**config.mk**
```make
export PLATFORM = sky130hd
export DESIGN_NAME = mem_access_unit
export DESIGN_NICKNAME = d
export VERILOG_FILES = /design/src/rtl/mem_access_unit.sv
export SDC_FILE = /design/constraint.sdc
export NUM_CORES = 1
export LEC_CHECK = 0
export ABC_AREA = 1
export BUFFER_PORTS_ARGS = -buffer_cell sky130_fd_sc_hd__buf_2
export CORE_UTILIZATION = 40
export DETAILED_ROUTE_END_ITERATION = 16
export GPL_TIMING_DRIVEN = 0
export PLACE_DENSITY = 0.72
export SKIP_LAST_GASP = 1
export SYNTH_ARGS = -nofsm -noshare
export SYNTH_HDL_FRONTEND = slang
export SYNTH_SLANG_ARGS = --single-unit
```
**constraint.sdc**
```tcl
create_clock -name clk -period 3.49 [get_ports clk]
set_input_delay 0 -clock clk [delete_from_list [all_inputs] [get_ports clk]]
set_output_delay 0 -clock clk [all_outputs]
set_load 0.02 [all_outputs]
```
**src/rtl/mem_access_unit.sv**
```systemverilog
// MEM-stage load/store sequencer between the pipeline and a single-port data RAM
// with variable latency; stalls the pipeline and aborts accesses that wait too long.
module mem_access_unit #(
   parameter int DATA_WIDTH     = 32,
   parameter int TIMEOUT_CYCLES = 255
) (
   input  logic                  clk,
   input  logic                  rst,
   input  logic                  ram_read_mem,
   input  logic                  ram_write_mem,
   input  logic [2:0]            funct3_mem,
   input  logic [DATA_WIDTH-1:0] alu_result_mem,
   input  logic [DATA_WIDTH-1:0] store_data_mem,
   output logic                  dmem_req,
   output logic                  dmem_we,
   output logic [DATA_WIDTH-1:0] dmem_addr,
   output logic [3:0]            dmem_wstrb,
   output logic [DATA_WIDTH-1:0] dmem_wdata,
   input  logic [DATA_WIDTH-1:0] dmem_rdata,
   input  logic                  dmem_ready,
   output logic [DATA_WIDTH-1:0] ram_out_mem,
   output logic                  mem_stall,
   output logic                  mem_err
);

   typedef enum logic [1:0] {IDLE = 2'b00, BUSY = 2'b01, DONE = 2'b10} state_t;

   localparam logic [8:0] TIMEOUT_LIM_C = 9'(TIMEOUT_CYCLES);

   state_t      state_r, state_nxt_s;
   logic [7:0]  cnt_r;
   logic [8:0]  cnt_inc_s;
   logic        err_r;
   logic [2:0]  ld_f3_r;
   logic [1:0]  ld_off_r;
   logic        is_load_r;
   logic        access_s, illegal_s, misalign_s;
   logic        launch_s, complete_s, abort_s;

   function automatic logic [31:0] store_wdata(input logic [2:0] f3, input logic [31:0] d);
      case (f3[1:0])
         2'b00:   store_wdata = {4{d[7:0]}};
         2'b01:   store_wdata = {2{d[15:0]}};
         default: store_wdata = d;
      endcase
   endfunction

   function automatic logic [3:0] store_wstrb(input logic [2:0] f3, input logic [1:0] off);
      case (f3[1:0])
         2'b00:   store_wstrb = 4'b0001 << off;
         2'b01:   store_wstrb = off[1] ? 4'b1100 : 4'b0011;
         default: store_wstrb = 4'b1111;
      endcase
   endfunction

   function automatic logic [31:0] load_extract(input logic [2:0] f3, input logic [1:0] off,
                                                input logic [31:0] w);
      logic [31:0] sh_v;
      logic [15:0] half_v;
      sh_v   = w >> {off, 3'b000};
      half_v = off[1] ? w[31:16] : w[15:0];
      case (f3)
         3'b000:  load_extract = {{24{sh_v[7]}}, sh_v[7:0]};
         3'b100:  load_extract = {24'd0, sh_v[7:0]};
         3'b001:  load_extract = {{16{half_v[15]}}, half_v};
         3'b101:  load_extract = {16'd0, half_v};
         3'b010:  load_extract = w;
         default: load_extract = 32'd0;
      endcase
   endfunction

   // Access decode: legality and alignment of the MEM-stage request
   always_comb begin
      access_s   = ram_read_mem | ram_write_mem;
      cnt_inc_s  = {1'b0, cnt_r} + 9'd1;
      illegal_s  = 1'b0;
      misalign_s = 1'b0;
      case (funct3_mem)
         3'b011, 3'b110, 3'b111: illegal_s  = 1'b1;
         3'b001, 3'b101:         misalign_s = alu_result_mem[0];
         3'b010:                 misalign_s = (alu_result_mem[1:0] != 2'b00);
         default:                misalign_s = 1'b0;
      endcase
   end

   // State register
   always_ff @(posedge clk) begin
      if (rst) begin
         state_r <= IDLE;
      end else begin
         state_r <= state_nxt_s;
      end
   end

   // Next-state, stall and error decode
   always_comb begin
      state_nxt_s = state_r;
      launch_s    = 1'b0;
      complete_s  = 1'b0;
      abort_s     = 1'b0;
      mem_stall   = 1'b0;
      mem_err     = 1'b0;
      if (rst) begin
         state_nxt_s = IDLE;
      end else begin
         case (state_r)
            IDLE: begin
               if (access_s) begin
                  if (illegal_s || misalign_s) begin
                     mem_err = 1'b1;
                  end else begin
                     launch_s    = 1'b1;
                     mem_stall   = 1'b1;
                     state_nxt_s = BUSY;
                  end
               end else begin
                  state_nxt_s = IDLE;
               end
            end
            BUSY: begin
               mem_stall = 1'b1;
               if (dmem_ready) begin
                  complete_s  = 1'b1;
                  state_nxt_s = DONE;
               end else if (cnt_inc_s >= TIMEOUT_LIM_C) begin
                  abort_s     = 1'b1;
                  state_nxt_s = DONE;
               end else begin
                  state_nxt_s = BUSY;
               end
            end
            DONE: begin
               mem_err     = err_r;
               state_nxt_s = IDLE;
            end
            default: state_nxt_s = IDLE;
         endcase
      end
   end

   // RAM request fields, load result, timeout counter and abort flag
   always_ff @(posedge clk) begin
      if (rst) begin
         dmem_req    <= 1'b0;
         dmem_we     <= 1'b0;
         dmem_addr   <= {DATA_WIDTH{1'b0}};
         dmem_wstrb  <= 4'b0000;
         dmem_wdata  <= {DATA_WIDTH{1'b0}};
         ram_out_mem <= {DATA_WIDTH{1'b0}};
         cnt_r       <= 8'd0;
         err_r       <= 1'b0;
         ld_f3_r     <= 3'b000;
         ld_off_r    <= 2'b00;
         is_load_r   <= 1'b0;
      end else if (launch_s) begin
         dmem_req   <= 1'b1;
         dmem_we    <= ram_write_mem;
         dmem_addr  <= {alu_result_mem[DATA_WIDTH-1:2], 2'b00};
         dmem_wstrb <= ram_write_mem ? store_wstrb(funct3_mem, alu_result_mem[1:0]) : 4'b0000;
         dmem_wdata <= ram_write_mem ? store_wdata(funct3_mem, store_data_mem)
                                     : {DATA_WIDTH{1'b0}};
         ld_f3_r    <= funct3_mem;
         ld_off_r   <= alu_result_mem[1:0];
         is_load_r  <= ~ram_write_mem;
         cnt_r      <= 8'd0;
         err_r      <= 1'b0;
      end else if (complete_s) begin
         dmem_req <= 1'b0;
         if (is_load_r) begin
            ram_out_mem <= load_extract(ld_f3_r, ld_off_r, dmem_rdata);
         end else begin
            ram_out_mem <= ram_out_mem;
         end
      end else if (abort_s) begin
         dmem_req <= 1'b0;
         err_r    <= 1'b1;
         if (is_load_r) begin
            ram_out_mem <= {DATA_WIDTH{1'b0}};
         end else begin
            ram_out_mem <= ram_out_mem;
         end
      end else if (state_r == BUSY) begin
         cnt_r <= cnt_inc_s[7:0];
      end else begin
         err_r <= 1'b0;
      end
   end

endmodule

```
# Word level (Yosys, flattened, before mapping)
# Cells that the tools add are included.
# classes
n_addsub	1
mul	0
div	0
order_cmp	1
eq_ne	17
shift	2
n_mux	40
n_bitwise	5
n_reduce_logical	13
# ops
cell	count
two-way mux 32 bit	5
case mux 32 bit (5 select lines)	1
case mux 32 bit (2 select lines)	1
>> shifter 32 x 5 -> 8 bit	1
two-way mux 1 bit	21
two-way mux 16 bit	1
== test 3 bit, second input constant	5
adder 8 x 1 -> 9 bit, second input constant	1
== test 3 x 2 -> 1 bit, second input constant	3
>= comparator 9 x 8 -> 1 bit, second input constant	1
two-way mux 2 bit	4
two-way mux 4 bit	2
case mux 4 bit (2 select lines)	1
== test 3 x 1 -> 1 bit, second input constant	2
inequality test 2 bit, second input constant	3
case mux 1 bit (2 select lines)	3
== test 2 x 1 -> 1 bit, second input constant	2
logical NOT 2 bit	2
inverter 1 bit	4
case mux 2 bit (2 select lines)	1
AND reduction 4 bit	1
nonzero test 2 bit	2
OR reduction 2 bit	2
left shift 1 x 2 -> 4 bit, first input constant	1
9 further kinds	9
# word_totals
reg_bits	117
latchBits	0
ramBits	0
romBits	0
out_inout_bits	104
memories	0

# Logic depth before layout (Yosys ltp)
# depth
ltp_word	10
mapped_depth	14

# Least setup slack after synthesis
# Ideal clock, no wire load.
# synth_timing
path_kind	register to register
startpoint	reg cnt_r[0]
endpoint	reg ram_out_mem[12]
t_arrival_ns	1.753
t_required_ns	3.380
setup_slack_ns	1.627
stages_incl_launch_ff	12
n_path_buf	1
cell_sequence	dfxtp_1 inv_1 ha_1 o21bai_1 nand3_1 nor2_1 nand3_2 nand3_4 clkbuf_1 nand4_1 nand2_1 nor2_1
# synth_between
elab_chain_cells	8
# synth_lines
element	line_no	rtl
from (decl)	31	logic [7:0] cnt_r;
from (signal assigned)	183	cnt_r <= cnt_inc_s[7:0];
adder 8 x 1 -> 9 bit (*)	75	cnt_inc_s = {1'b0, cnt_r} + 9'd1;
named net cnt_inc_s[0]	32	logic [8:0] cnt_inc_s;
>= comparator 9 x 8 -> 1 bit (*)	125	end else if (cnt_inc_s >= TIMEOUT_LIM_C) begin
two-way mux 1 bit (*)	125	
two-way mux 1 bit (*)	122	if (dmem_ready) begin
two-way mux 1 bit (*)	106	case (state_r)
two-way mux 1 bit (*)	103	if (rst) begin
inequality test 2 bit (no source line) / nonzero test 2 bit (equally long branches)	--	
AND reduction 4 bit (no source line) (*)	--	
to (signal assigned)	149	ram_out_mem <= {DATA_WIDTH{1'b0}};
to (signal assigned)	170	ram_out_mem <= load_extract(ld_f3_r, ld_off_r, dmem_rdata);
to (signal assigned)	172	ram_out_mem <= ram_out_mem;
to (decl)	21	output logic [DATA_WIDTH-1:0] ram_out_mem,
# The timed path passes the listed nets; every way through them passes the cells marked *.
# A chain may end at the register's enable or synchronous reset.

# Final worst setup path
# layout_timing
startpoint	in funct3_mem[0]
endpoint	reg dmem_wdata[11]
# layout_between
elab_chain_cells	8
# layout_lines
element	line_no	rtl
from (decl)	11	input logic [2:0] funct3_mem,
== test 3 x 1 -> 1 bit, or another cell as far along	78	case (funct3_mem)
OR reduction 2 bit / OR reduction 3 bit (equally long branches)	78	
case mux 1 bit (2 select lines) / two-way mux 1 bit (equally long branches)	78	
logical OR 1 bit	109	if (illegal_s || misalign_s) begin
two-way mux 1 bit	109	
two-way mux 1 bit	108	if (access_s) begin
two-way mux 1 bit	106	
two-way mux 1 bit	103	
to (signal assigned)	148	dmem_wdata <= {DATA_WIDTH{1'b0}};
to (signal assigned)	160	dmem_wdata <= ram_write_mem ? store_wdata(funct3_mem, store_data_mem)
to (decl)	18	output logic [DATA_WIDTH-1:0] dmem_wdata,
# Several ways; a longest one is shown, not always the timed one.

==> results by group <==
Outcome
  • Outcome: completed

STA
  • Slew headroom: 59.82%
  • RSZ-0062 raised after global routing: false
  • Fin crit share: 70.71%
  • Final hold violation count: 0
  • Final Slew Violations: 0
  • Worst-Margin Slew: ~0.60 ns
  • Final TNS setup: 0 ns
  • Min Tclk post-route: 2.468 ns
  • Maximum clock frequency: 0.4052 GHz
  • Clock Skew: roughly 0.011 ns
  • Setup slack after layout: 1.022 ns
  • Finish-stage setup viols: 0

Placed design
  • RePlAce Congestion: 0.9542
  • Placed cell area: 6928 um^2
  • PortBufs: 204
  • Post-Place Worst Slack: 1.255 ns
  • Final HPWL DP: 12,690 um

Power and ir drop
  • Power share of the clock group: 45.3%
  • P_leak: roughly 4.1 nW
  • Power Density: 482.8 nW/um^2
  • Comb power frac: 18.4%
  • Total Power: 4.022 mW
  • P_int: 2.849 mW
  • Sw Pwr: 1.173 mW
  • Maximum vdd drop: 0.3677 mV
  • Flop pwr share: 36.2%
  • Net Sw Frac: 29.17%

Floorplan
  • I/O Pins: about 210
  • Die W: around 120 um
  • Die Y: 121.1 um
  • Site Rows: 43
  • Die area: 14,670 um^2
  • Starting density of the core: 40.90%
  • Core footprint: around 14,000 um^2

Cells and area
  • Share of cells above drive strength 1: 25.26%
  • Area growth from synthesis to layout: 46.72%
  • Final Core Density: 60.01%
  • Diodes inserted: 0
  • Design Area, Final: 8330 um^2
  • Fin nets: 1,238

Detailed routing
  • Post-Route WL: 19,080 um
  • DR iter-0 viols: 451
  • Via count: approximately 6,600
  • Post-DRT Antenna Nets: 0
  • Vias per cell: 4.966
  • First-pass DRT Iterations: 5
  • Drt drc: 0
  • Drt wl/cell: 14.41 um

CTS
  • TritonCTS Buffers: 17
  • H-tree lvl count: 4
  • CTS tree: yes
  • Post-CTS Resized: 0
  • Clock sinks: 117
  • Clock transition at path regs: around 0.060 ns
  • CTS root buf: clkbuf_16
  • Max clock buf depth: 2
  • Worst skew pair latency: roughly 0.43 ns

Synth
  • XOR/XNOR share of the synthesized area: 0.1543%
  • Area share of fa/ha/maj cells after synthesis: less than 1%
  • Post-Syn Area per Cell: 6.849 um^2
  • Multiplexer share of the synthesized area: 0%
  • Main combinational cell family by area after synthesis: simple AND/OR/NAND/NOR gates
  • Post-synth EDFFs: 0
  • Syn Std Cell Area: ~5700 um^2
  • Post-synthesis sequential area ratio: 41.25%
  • Post-synthesis compound-gate area fraction: 14.35%
  • Yosys reg bits: 117
  • Top FF cell, synth: dfxtp_1
  • Yosys warning count: 0
  • Fraction of registers with async set or reset after synthesis: 0%
  • Cells after synthesis: 829
  • Area share of and/or/nand/nor cells after synthesis: 31.89%
  • Synth cell types: 36

Setup path
  • WS Path Type: primary input to register
  • Reg-to-reg setup timing slack: roughly 1.2 ns
  • WP data arrival: 2.85 ns
  • Max FO, Critical Path: 10
  • Critical path required time: between 3 and 4 ns
  • CP Capture Type: register
  • Critical path launch point type: primary input

Global route
  • Vias in the first global route: 6,300
  • Largest net degree at the start of global routing: 17
  • Initial antenna violation count: 0
  • First-pass GRT wire length: 30,390 um
  • Gr usage total: 26.78%
  • Grt ovf: 0

Job
  • Number of max-cap violations: 0

Min path
  • HP Class: primary input to register
==> cells by family (layout without fill, tap and decap cells) <==
kind of cell | Yosys count | in the layout
simple gates | 420 | 420
fa+ha+maj | 2 | 2
buf+inv | 162 | 476
other cells | 1 | 2
flops | 117 | 117
compound gates | 126 | 126
xor+xnor | 1 | 1
==> cell type report <==
cell class | count | area [um^2]
Buffer | 51 | 256.5
Clock buffer | 18 | 439.2
Clock inverter | 13 | 172.7
Fill cell | 1273 | 5550
Inverter | 111 | 416.7
Multi-Input combinational cell | 551 | 2666
Sequential cell | 117 | 2342
Tap cell | 180 | 225.2
Timing Repair Buffer | 283 | 1812
==> metrics by stage <==
stage	hold WS, ns	cells
2_1_floorplan	0.07686	830
3_3_place_gp	0.2220	1214
3_5_place_dp	0.2281	1214
4_1_cts	0.001109	1324
5_1_grt	0.05961	1324
6_report	0.01116	1324
==> per-layer routing <==
metal	vias up	track usage, %	wire length [um]
met2	314	43.39	8695
met3	60	6.250	1525
li1	3282	-	-
met4	0	15.35	737
met1	2919	32.44	8126
met5	-	0	0
==> flip-flops by register name, indices dropped and copies added (netlist names) <==
signal       cells
cnt_r            8
dmem_addr       30
dmem_req         1
dmem_wdata      32
dmem_we          1
dmem_wstrb       4
err_r            1
is_load_r        1
ld_f3_r          3
ld_off_r         2
ram_out_mem     32
state_r          2
==> synthesized netlist by cell type (2+ instances only) <==
cell / n / area share, %
nand2_1: 238 / 16
dfxtp_1: 117 / 41
inv_1: 94 / 6.2
nor2_1: 77 / 5.1
nand3_1: 56 / 4.9
o21ai_0: 46 / 4.1
nand4_1: 33 / 3.6
a22o_1: 30 / 4.6
clkbuf_1: 24 / 1.6
a21oi_1: 17 / 1.5
inv_2: 16 / 1.1
buf_2: 15 / 1.3
o22ai_1: 13 / 1.4
o31ai_1: 9 / 1.2
buf_6: 5 / 0.99
or2_2: 5 / 0.55
buf_1: 4 / 0.26
o211ai_1: 4 / 0.53
nand2_2: 3 / 0.33
nor2_4: 3 / 0.59
buf_4: 2 / 0.26
ha_1: 2 / 0.44
nand3_4: 2 / 0.62
o21bai_1: 2 / 0.26
==> worst max-delay path, cell delays in order <==
cell           delay [ns]
dlygate4sd3_1        0.54
buf_2                0.17
nor2_4               0.09
inv_2                0.17
o211ai_2             0.14
nand2_2              0.12
inv_1                0.06
nor2_1               0.27
buf_2                0.30
buf_2                0.26
nand2_1              0.08
o31ai_1              0.07
dlygate4sd3_1        0.57
==> worst paths after layout <==
check	from	end	cells after the start
worst max-delay path	funct3_mem[0]	dmem_wdata[11]	13
worst min-delay path	rst	state_r[0]	4
worst max register to register	state_r[1]	dmem_wdata[11]	8
worst min register to register	dmem_wdata[6]	dmem_wdata[6]	2
==> cell usage in the layout (no fill, tap or decap), types with 2 or more instances in the layout <==
| cell | count |
|---|---|
| a21oi_1 | 17 |
| a22o_1 | 30 |
| buf_1 | 4 |
| buf_2 | 219 |
| buf_4 | 2 |
| buf_6 | 5 |
| bufinv_16 | 3 |
| clkbuf_1 | 24 |
| clkbuf_16 | 17 |
| clkinv_4 | 2 |
| clkinvlp_4 | 4 |
| conb_1 | 2 |
| dfxtp_1 | 117 |
| dlygate4sd3_1 | 79 |
| ha_1 | 2 |
| inv_1 | 94 |
| inv_2 | 16 |
| inv_6 | 4 |
| nand2_1 | 238 |
| nand2_2 | 3 |
| nand3_1 | 56 |
| nand3_4 | 2 |
| nand4_1 | 33 |
| nor2_1 | 77 |
| nor2_4 | 3 |
| o211ai_1 | 4 |
| o21ai_0 | 46 |
| o21bai_1 | 2 |
| o22ai_1 | 13 |
| o31ai_1 | 9 |
| or2_2 | 5 |
==> power groups by stage <==
stage	Clock, mW	Combinational (mW)	Sequential (mW)
2_1_floorplan	0	0.353	1.55
3_3_place_gp	0	0.646	1.48
5_1_grt	1.90	0.814	1.46
3_5_place_dp	0	0.651	1.48
4_1_cts	1.83	0.722	1.45
6_report	1.82	0.741	1.46
==> what timing repair did <==
action	CTS	global route
hold endpoints to repair	72	0
buffers inserted	0	0
hold buffers	79	0
Power figures use the tool's default switching activity.
